<file path="src/rtl/sparse_mac_if.sv">
// sparse_mac_if: operand capture and result handshake bundle for sparse_mac
interface sparse_mac_if #(parameter int W = 20);
    logic signed [W-1:0] i_act [16];
    logic signed [W-1:0] i_wgt [16];
    logic [4:0]          i_n_pairs;
    logic                i_in_valid;
    logic                o_in_taken;
    logic signed [W-1:0] o_result;
    logic                o_out_valid;
    logic                i_out_taken;
    logic                o_sat;
    logic                o_busy;
    modport slave (
        input  i_act, i_wgt, i_n_pairs, i_in_valid, i_out_taken,
        output o_in_taken, o_result, o_out_valid, o_sat, o_busy
    );
    modport master (
        output i_act, i_wgt, i_n_pairs, i_in_valid, i_out_taken,
        input  o_in_taken, o_result, o_out_valid, o_sat, o_busy
    );
endinterface

</file>
<file path="src/rtl/sparse_mac.sv">
// sparse_mac: sequential dot product of up to 16 pairs, rescaled and saturated to Q(IL.FL); define MAC_ROUND_EN for round-half-up instead of floor
module sparse_mac #(
    parameter int IL        = 8,
    parameter int FL        = 12,
    parameter int ACC_GUARD = 4
) (
    input logic        clk,
    input logic        reset,
    sparse_mac_if.slave bus
);
    localparam int W    = IL + FL;
    localparam int ACCW = 2 * W + ACC_GUARD;
    localparam logic signed [ACCW-1:0] MAXV = {{(ACCW-W+1){1'b0}}, {(W-1){1'b1}}};
    localparam logic signed [ACCW-1:0] MINV = {{(ACCW-W+1){1'b1}}, {(W-1){1'b0}}};

    typedef enum logic [1:0] {IDLE, MAC, FINISH, DONE} state_t;

    state_t                 r_state, w_next;
    logic signed [W-1:0]    r_act [16];
    logic signed [W-1:0]    r_wgt [16];
    logic [4:0]             r_n;
    logic [3:0]             r_cnt;
    logic signed [ACCW-1:0] r_acc;
    logic                   r_in_taken;
    logic signed [W-1:0]    r_result;
    logic                   r_out_valid;
    logic                   r_sat;

    logic [4:0]             w_n_clamp;
    logic                   w_last;
    logic signed [2*W-1:0]  w_a, w_b, w_prod;
    logic signed [ACCW-1:0] w_rnd, w_scaled;
    logic                   w_hi, w_lo;

    assign w_n_clamp = bus.i_n_pairs > 5'd16 ? 5'd16 : bus.i_n_pairs;
    assign w_last    = {1'b0, r_cnt} == r_n - 5'd1;
    // operands are widened first so the product keeps its full Q(2IL.2FL) precision
    assign w_a       = {{W{r_act[r_cnt][W-1]}}, r_act[r_cnt]};
    assign w_b       = {{W{r_wgt[r_cnt][W-1]}}, r_wgt[r_cnt]};
    assign w_prod    = w_a * w_b;
`ifdef MAC_ROUND_EN
    assign w_rnd     = r_acc + (ACCW'(1) << (FL - 1));
`else
    assign w_rnd     = r_acc;
`endif
    assign w_scaled  = w_rnd >>> FL;
    assign w_hi      = w_scaled > MAXV;
    assign w_lo      = w_scaled < MINV;

    assign bus.o_in_taken  = r_in_taken;
    assign bus.o_result    = r_result;
    assign bus.o_out_valid = r_out_valid;
    assign bus.o_sat       = r_sat;
    assign bus.o_busy      = r_state != IDLE;

    // state register
    always_ff @(posedge clk or posedge reset) begin
        if (reset) r_state <= IDLE;
        else       r_state <= w_next;
    end

    // next-state decode: capture in IDLE, n MAC cycles, one FINISH, hold in DONE until taken
    always_comb begin
        w_next = r_state;
        case (r_state)
            IDLE:    if (bus.i_in_valid) w_next = w_n_clamp != 5'd0 ? MAC : FINISH;
            MAC:     if (w_last) w_next = FINISH;
            FINISH:  w_next = DONE;
            DONE:    if (bus.i_out_taken) w_next = IDLE;
            default: w_next = IDLE;
        endcase
    end

    // datapath: operand capture, accumulation, rescale/saturate and output handshake
    always_ff @(posedge clk or posedge reset) begin
        if (reset) begin
            for (int k = 0; k < 16; k++) begin
                r_act[k] <= '0;
                r_wgt[k] <= '0;
            end
            r_n         <= '0;
            r_cnt       <= '0;
            r_acc       <= '0;
            r_in_taken  <= 1'b0;
            r_result    <= '0;
            r_out_valid <= 1'b0;
            r_sat       <= 1'b0;
        end else begin
            r_in_taken <= r_state == IDLE && bus.i_in_valid;
            case (r_state)
                IDLE: if (bus.i_in_valid) begin
                    r_act <= bus.i_act;
                    r_wgt <= bus.i_wgt;
                    r_n   <= w_n_clamp;
                    r_cnt <= '0;
                    r_acc <= '0;
                end
                MAC: begin
                    r_acc <= r_acc + {{ACC_GUARD{w_prod[2*W-1]}}, w_prod};
                    r_cnt <= r_cnt + 4'd1;
                end
                FINISH: begin
                    r_result    <= w_hi ? {1'b0, {(W-1){1'b1}}} : w_lo ? {1'b1, {(W-1){1'b0}}} : w_scaled[W-1:0];
                    r_sat       <= w_hi || w_lo;
                    r_out_valid <= 1'b1;
                end
                DONE: if (bus.i_out_taken) r_out_valid <= 1'b0;
                default: ;
            endcase
        end
    end
endmodule

</file>
<file path="src/flat_wrapper.sv">
// flat-port wrapper written by rule: the top's interface ports become plain ports
module sparse_mac_flat 
#(
    parameter int IL        = 8,
    parameter int FL        = 12,
    parameter int ACC_GUARD = 4
)
  (clk, reset, bus_i_act, bus_i_wgt, bus_i_n_pairs, bus_i_in_valid, bus_i_out_taken, bus_o_in_taken, bus_o_result, bus_o_out_valid, bus_o_sat, bus_o_busy);
  sparse_mac_if #(.W((20))) bus_i ();
  input logic clk;
  input logic reset;
  input wire logic [$bits(bus_i.i_act)-1:0] bus_i_act;
  input wire logic [$bits(bus_i.i_wgt)-1:0] bus_i_wgt;
  input wire logic [$bits(bus_i.i_n_pairs)-1:0] bus_i_n_pairs;
  input wire logic [$bits(bus_i.i_in_valid)-1:0] bus_i_in_valid;
  input wire logic [$bits(bus_i.i_out_taken)-1:0] bus_i_out_taken;
  output wire logic [$bits(bus_i.o_in_taken)-1:0] bus_o_in_taken;
  output wire logic [$bits(bus_i.o_result)-1:0] bus_o_result;
  output wire logic [$bits(bus_i.o_out_valid)-1:0] bus_o_out_valid;
  output wire logic [$bits(bus_i.o_sat)-1:0] bus_o_sat;
  output wire logic [$bits(bus_i.o_busy)-1:0] bus_o_busy;
  assign bus_i.i_act = {>>{bus_i_act}};
  assign bus_i.i_wgt = {>>{bus_i_wgt}};
  assign bus_i.i_n_pairs = bus_i_n_pairs;
  assign bus_i.i_in_valid = bus_i_in_valid;
  assign bus_i.i_out_taken = bus_i_out_taken;
  assign bus_o_in_taken = bus_i.o_in_taken;
  assign bus_o_result = bus_i.o_result;
  assign bus_o_out_valid = bus_i.o_out_valid;
  assign bus_o_sat = bus_i.o_sat;
  assign bus_o_busy = bus_i.o_busy;
  sparse_mac #(.IL(IL), .FL(FL), .ACC_GUARD(ACC_GUARD)) u_core (.clk(clk), .reset(reset), .bus(bus_i));
endmodule
</file>
<file path="config.mk">
export PLATFORM = sky130hd
export DESIGN_NAME = sparse_mac_flat
export DESIGN_NICKNAME = d
export VERILOG_FILES = /design/src/rtl/sparse_mac_if.sv /design/src/rtl/sparse_mac.sv /design/src/flat_wrapper.sv
export SDC_FILE = /design/constraint.sdc
export NUM_CORES = 2
export LEC_CHECK = 0
export ABC_CLOCK_PERIOD_IN_PS = 42500
export CAP_MARGIN = 20
export CORE_ASPECT_RATIO = 1.75
export CORE_MARGIN = 3
export CORE_UTILIZATION = 45
export DETAILED_ROUTE_END_ITERATION = 8
export PLACE_DENSITY_LB_ADDON = 0.08
export SYNTH_ARGS = -nofsm -noshare
export SYNTH_HDL_FRONTEND = slang
export SYNTH_SLANG_ARGS = --single-unit
export TNS_END_PERCENT = 50
</file>
<file path="constraint.sdc">
create_clock -name clk -period 42.5 [get_ports clk]
set_clock_uncertainty 0.1 [all_clocks]
set_input_delay 4.25 -clock clk [delete_from_list [all_inputs] [get_ports clk]]
set_output_delay 4.25 -clock clk [all_outputs]
set_load 0.02 [all_outputs]
</file>
; Word level (Yosys, flattened, before mapping)
; Index checks and enable logic that the tools add are counted.
[totals]
ff_bits = 718
inputBits = 649
output_inout_bits = 24
[op_classes]
n_addsub = 3
n_mul = 1
magnitude_cmp = 4
n_eq_ne = 7
mux = 20
bitwise = 1
reduce_logical = 11
[op_table]
columns = operator, count
row1 = $bmux 20 s4, 2
row2 = $mux 20, 6
row3 = $pmux 44 s2, 1
row4 = $add 44x44->44, 1
row5 = $mux 44, 1
row6 = $mul 20x20->40, 1
row7 = $gt 32x20->1 const B, 1
row8 = $lt 32x20->1 const B, 1
row9 = $mux 2, 4
row10 = $pmux 2 s4, 1
row11 = $pmux 4 s2, 1
row12 = $reduce_and 2->1, 3
row13 = $reduce_bool 2->1, 3
row14 = $eq 4x5->1, 1
row15 = $ge 5x5->1 const B, 1
row16 = $gt 5x5->1 const B, 1
row17 = $mux 5, 1
row18 = $not 4->5, 1
row19 = $reduce_bool 5->1, 1
row20 = $sub 5x1->5 const B, 1
row21 = $add 4x1->4 const B, 1
row22 = $eq 2x2->1 const B, 2
row23 = $mux 4, 1
row24 = $ne 2x2->1 const B, 2
row25 = other kinds (8), 8

; Logic depth before layout (Yosys ltp)
[depth]
word_depth = 7
ltp_mapped = 46

; Worst setup path after synthesis
; No wires, ideal clock.
[synth_timing]
path_kind = register to register
startpoint = reg u_core.r_cnt[0]
endpoint = reg u_core.r_acc[41]
arrival_time_ns = 10.104
required_ns = 42.278
slack_ns = 32.174
path_stages_with_launch = 37
path_buffers = 3
period_less_slack_ns = 10.326
path_cell_list = dfrtp_1 > buf_2 > buf_1 > mux4_2 > mux4_2 > clkbuf_1 > nand2_1 > inv_1 > fa_1 > inv_1 > fa_1 > fa_1 > inv_1 > fa_1 > fa_1 > fa_1 > inv_1 > fa_1 > inv_1 > ha_1 > nand4_1 > or3_1 > o22ai_1 > nor2_1 > o21ai_1 > xor2_1 > ha_1 > a21o_1 > a21o_1 > a2111oi_1 > o32ai_1 > a21oi_2 > a211oi_2 > o31a_1 > o21a_1 > or3_1 > a32o_1
[synth_between]
elab_chain_len = 7
[synth_lines]
columns = item, line_no
row1 = "start, declared", sparse_mac.sv:22  ; logic [3:0] r_cnt;
row2 = "start signal, assigned", sparse_mac.sv:100  ; r_cnt <= r_cnt + 4'd1;
row3 = $not 4->5 (implied by the code) *, "sparse_mac.sv:38, sparse_mac.sv:39"
row4 = $bmux 20 s4 (on tied branches), "sparse_mac.sv:38, sparse_mac.sv:39"
row5 = $mux 20 (on tied branches) (2 in a row), "sparse_mac.sv:38, sparse_mac.sv:39"
row6 = $mul 20x20->40 *, sparse_mac.sv:40  ; assign w_prod = w_a * w_b;
row7 = $add 44x44->44 *, sparse_mac.sv:99  ; r_acc <= r_acc + {{ACC_GUARD{w_prod[2*W-1]}}, w_prod};
row8 = $pmux 44 s2 *, sparse_mac.sv:90  ; case (r_state)
row9 = "end signal, assigned", sparse_mac.sv:99
row10 = "end, declared", sparse_mac.sv:23  ; logic signed [ACCW-1:0] r_acc;
; Every way passes the cells marked *; elsewhere a longest branch is shown, timed or not. The select of a mux whose other input is x is not followed.
; A chain may end at the register's enable or synchronous reset.

; Worst setup path in the final report
; Ends and elaborated chain as after synthesis.

==> metrics.yaml <==
placement:
  dp_hpwl_mm: 147
  gp_congestion: 0.963
  placed_area_sq_um: 57000
  place_inst: 7321
  port_buffers: 672
clock_network:
  cts_buffers: 71
  clk_pin_slew_ps: 60
  clockBufferDepth: 3
  htreeDepth: 3
  cts_resized: 0
  cts_sinks: 718
  cts_hold_buf: 0
  clockRootBuffer: "clkbuf_16"
  post_cts_buffers: 0
  cts_tree: "done"
  clock_latency_ps: 680
sta:
  tns_ps: 0
  maxSlewHeadroom: 0.246
  worstMarginPinSlew_ps: 1130
  finalSetupViolCount: 0
  fmax_ghz: 0.0734
  slew_violations: 0
  finalCriticalPeriod_ps: 13630
  fin_crit_sh: 0.321
  hold_viol_final: 0
  rsz0062_at_grt: "no"
logic_synthesis:
  synth_cell_types: 71
  netlist_area_sq_um: 49000
  syn_inst: 5417
  yosysWarnings: 0
  async_flop_share: 1.00
  synth.avg_cell_area_sq_um: 9.04
  synth_nets: 6643
  ys_ff_latch: 718
  yosysSeqAreaShare: 0.367
  synth_edf_count: 0
  synthFlopType: "dfrtp_1"
floorplan:
  std_cell_rows: 159
  io_pins: 673
  core_sq_um: 108000
  start_util: 0.455
  die_w_microns: 255
  die_y_microns: 442
  dieArea_sq_um: 113000
worst_setup_path:
  start_kind: "flip-flop"
  reg2reg_from: "u_core.r_cnt[0]"
  setup.worst_path.end: "u_core.r_acc[41]"
  slowest_stage: "dfrtp_4"
  cp.required_ps: 42960
  slowest_delay_ps: 920
  crit_fanout: 35
  worstSetupPathType: "flip-flop to flip-flop"
  r2r_slack_ps: 28870
  rr_endpoint: "u_core.r_acc[41]"
  crit_path_end_kind: "flip-flop"
  worstPathArrival_ps: 14090
  cp_common_cell: "fa_1"
  critPathLaunch: "u_core.r_cnt[0]"
  reg2reg_depth: 36
final_layout:
  fin_area_sq_um: 59600
  layout.cells.non_filler: 7482
  multiInputGateArea_sq_um: 27900
  area_growth_pct: 21.7
  nFillCells: 9936
  final_cell_mix: "nand2_1 (2,306), dfrtp_1 (714), clkdlybuf4s50_1 (672)"
  final_common_cell: "nand2_1"
  drive_above_1_share: 0.0648
  seqCellArea_sq_um: 18000
  layout.nets: 7171
route:
  first_pass_iters: 6
  drtAntennaViolNets: 0
  viasPerCell: 5.32
  vias: 39821
  drtIter0Drc: 3107
  wl_per_cell_microns: 24.6
  drc: 0
  wirelength_mm: 184
global_routing:
  grt_pass1_wl_mm: 270
  grt_pass1_vias: 42180
  grt_max_degree: 224
  grt-ovfl-total: 0
  track_usage: 0.326
  antenna_found_initial: 46
run:
  cap_viol_max_count: 0
worst_hold_path:
  hold_depth: 2
  hold_class: "flip-flop to flip-flop"
outcome:
  outcome: "finished clean"
-- synthesized netlist by cell type, types with 3 or more instances --
master,instances,area share
a2111oi_0,4,0.00072
a211o_1,3,0.00054
a211oi_1,10,0.0015
a21boi_1,3,0.00046
a21o_1,23,0.0035
a21oi_1,75,0.0077
a22o_1,6,0.0011
a31oi_1,8,0.0010
a32o_1,3,0.00061
and2_1,27,0.0034
and3_1,13,0.0017
buf_1,25,0.0019
buf_2,17,0.0017
clkbuf_1,230,0.018
dfrtp_1,718,0.37
fa_1,421,0.17
ha_1,156,0.040
inv_1,551,0.042
inv_2,9,0.00069
mux2i_1,3,0.00061
mux4_2,180,0.083
nand2_1,2308,0.18
nand2b_1,20,0.0026
nand3_1,30,0.0031
nand3b_1,5,0.00077
nand4_1,10,0.0013
nor2_1,193,0.015
nor2b_1,19,0.0024
nor3_1,20,0.0020
nor3b_1,3,0.00046
nor4_1,4,0.00051
o211ai_1,26,0.0040
o21a_1,21,0.0032
o21ai_0,75,0.0077
o21ai_1,48,0.0049
o21bai_1,17,0.0026
o22ai_1,3,0.00038
o31a_1,4,0.00072
o31ai_1,6,0.00092
or3_1,7,0.00089
xnor2_1,55,0.0098
xor2_1,23,0.0041
-- metrics by stage --
stage	hold slack (ps)	utilization	setup slack [ps]
4_1_cts	373	0.553	28800
3_3_place_gp	352	0.529	28810
6_report	369	0.554	28870
2_1_floorplan	340	-	18010
5_1_grt	387	0.554	28160
3_5_place_dp	357	0.530	28810
-- flip-flops by register name, indices dropped and copies added, names as in the netlist --
| name | count |
|---|---|
| u_core.bus.o_out_valid | 1 |
| u_core.r_cnt | 4 |
| u_core.r_act | 320 |
| u_core.bus.o_sat | 1 |
| u_core.bus.o_result | 20 |
| u_core.bus.o_in_taken | 1 |
| u_core.r_n | 5 |
| u_core.r_state | 2 |
| u_core.r_wgt | 320 |
| u_core.r_acc | 44 |
-- cells by family after synthesis --
kind of cell / synth area share
XOR/XNOR: 0.0140
flip-flops: 0.367
multiplexers: 0.0836
buffers and inverters: 0.0644
adder cells (fa/ha/maj): 0.212
AO/OA/AOI/OAI: 0.0467
AND/OR/NAND/NOR: 0.212
-- area by class of cell --
cell class,instances,area share
inverters,560,0.0355
well taps,1449,0.0304
clock inverters,25,0.00579
repair buffers,728,0.122
multi-input cells,3866,0.468
clock buffers,103,0.0358
diodes,33,0.00139
flip-flops and latches,718,0.302
-- per-layer routing --
layer  wire length [microns]  GRT usage  share of wire  up-vias
met5                      89          0        0.00048        -
met4                   15900      0.247          0.087       12
met3                    9960     0.0502          0.054      438
met2                   94100      0.571           0.51     1544
met1                   64100      0.354           0.35    19862
li1                        -          -              -    17965
-- worst min path at each step --
stage / from / to / slack (ps)
final: u_core.r_wgt[56] / u_core.r_wgt[56] / 370
after global placement: u_core.r_wgt[232] / u_core.r_wgt[232] / 350
after detailed placement: u_core.r_wgt[199] / u_core.r_wgt[199] / 360
after global routing: u_core.r_act[261] / u_core.r_act[261] / 390
after floorplan: u_core.r_act[100] / u_core.r_act[100] / 340
after CTS: u_core.r_wgt[56] / u_core.r_wgt[56] / 370
-- worst max-delay path: cells and delay by family (launching register included) --
family	cells	cell delay, ps
buf+inv	8	2360
flops	1	920
mux	2	1350
simple gates	5	1190
xor+xnor	1	200
compound gates	11	2850
fa+ha+maj	9	4350
Power is left out: the tool's default activity adds up to more than one toggle a clock period on the data nets, which glitch-free logic cannot reach.
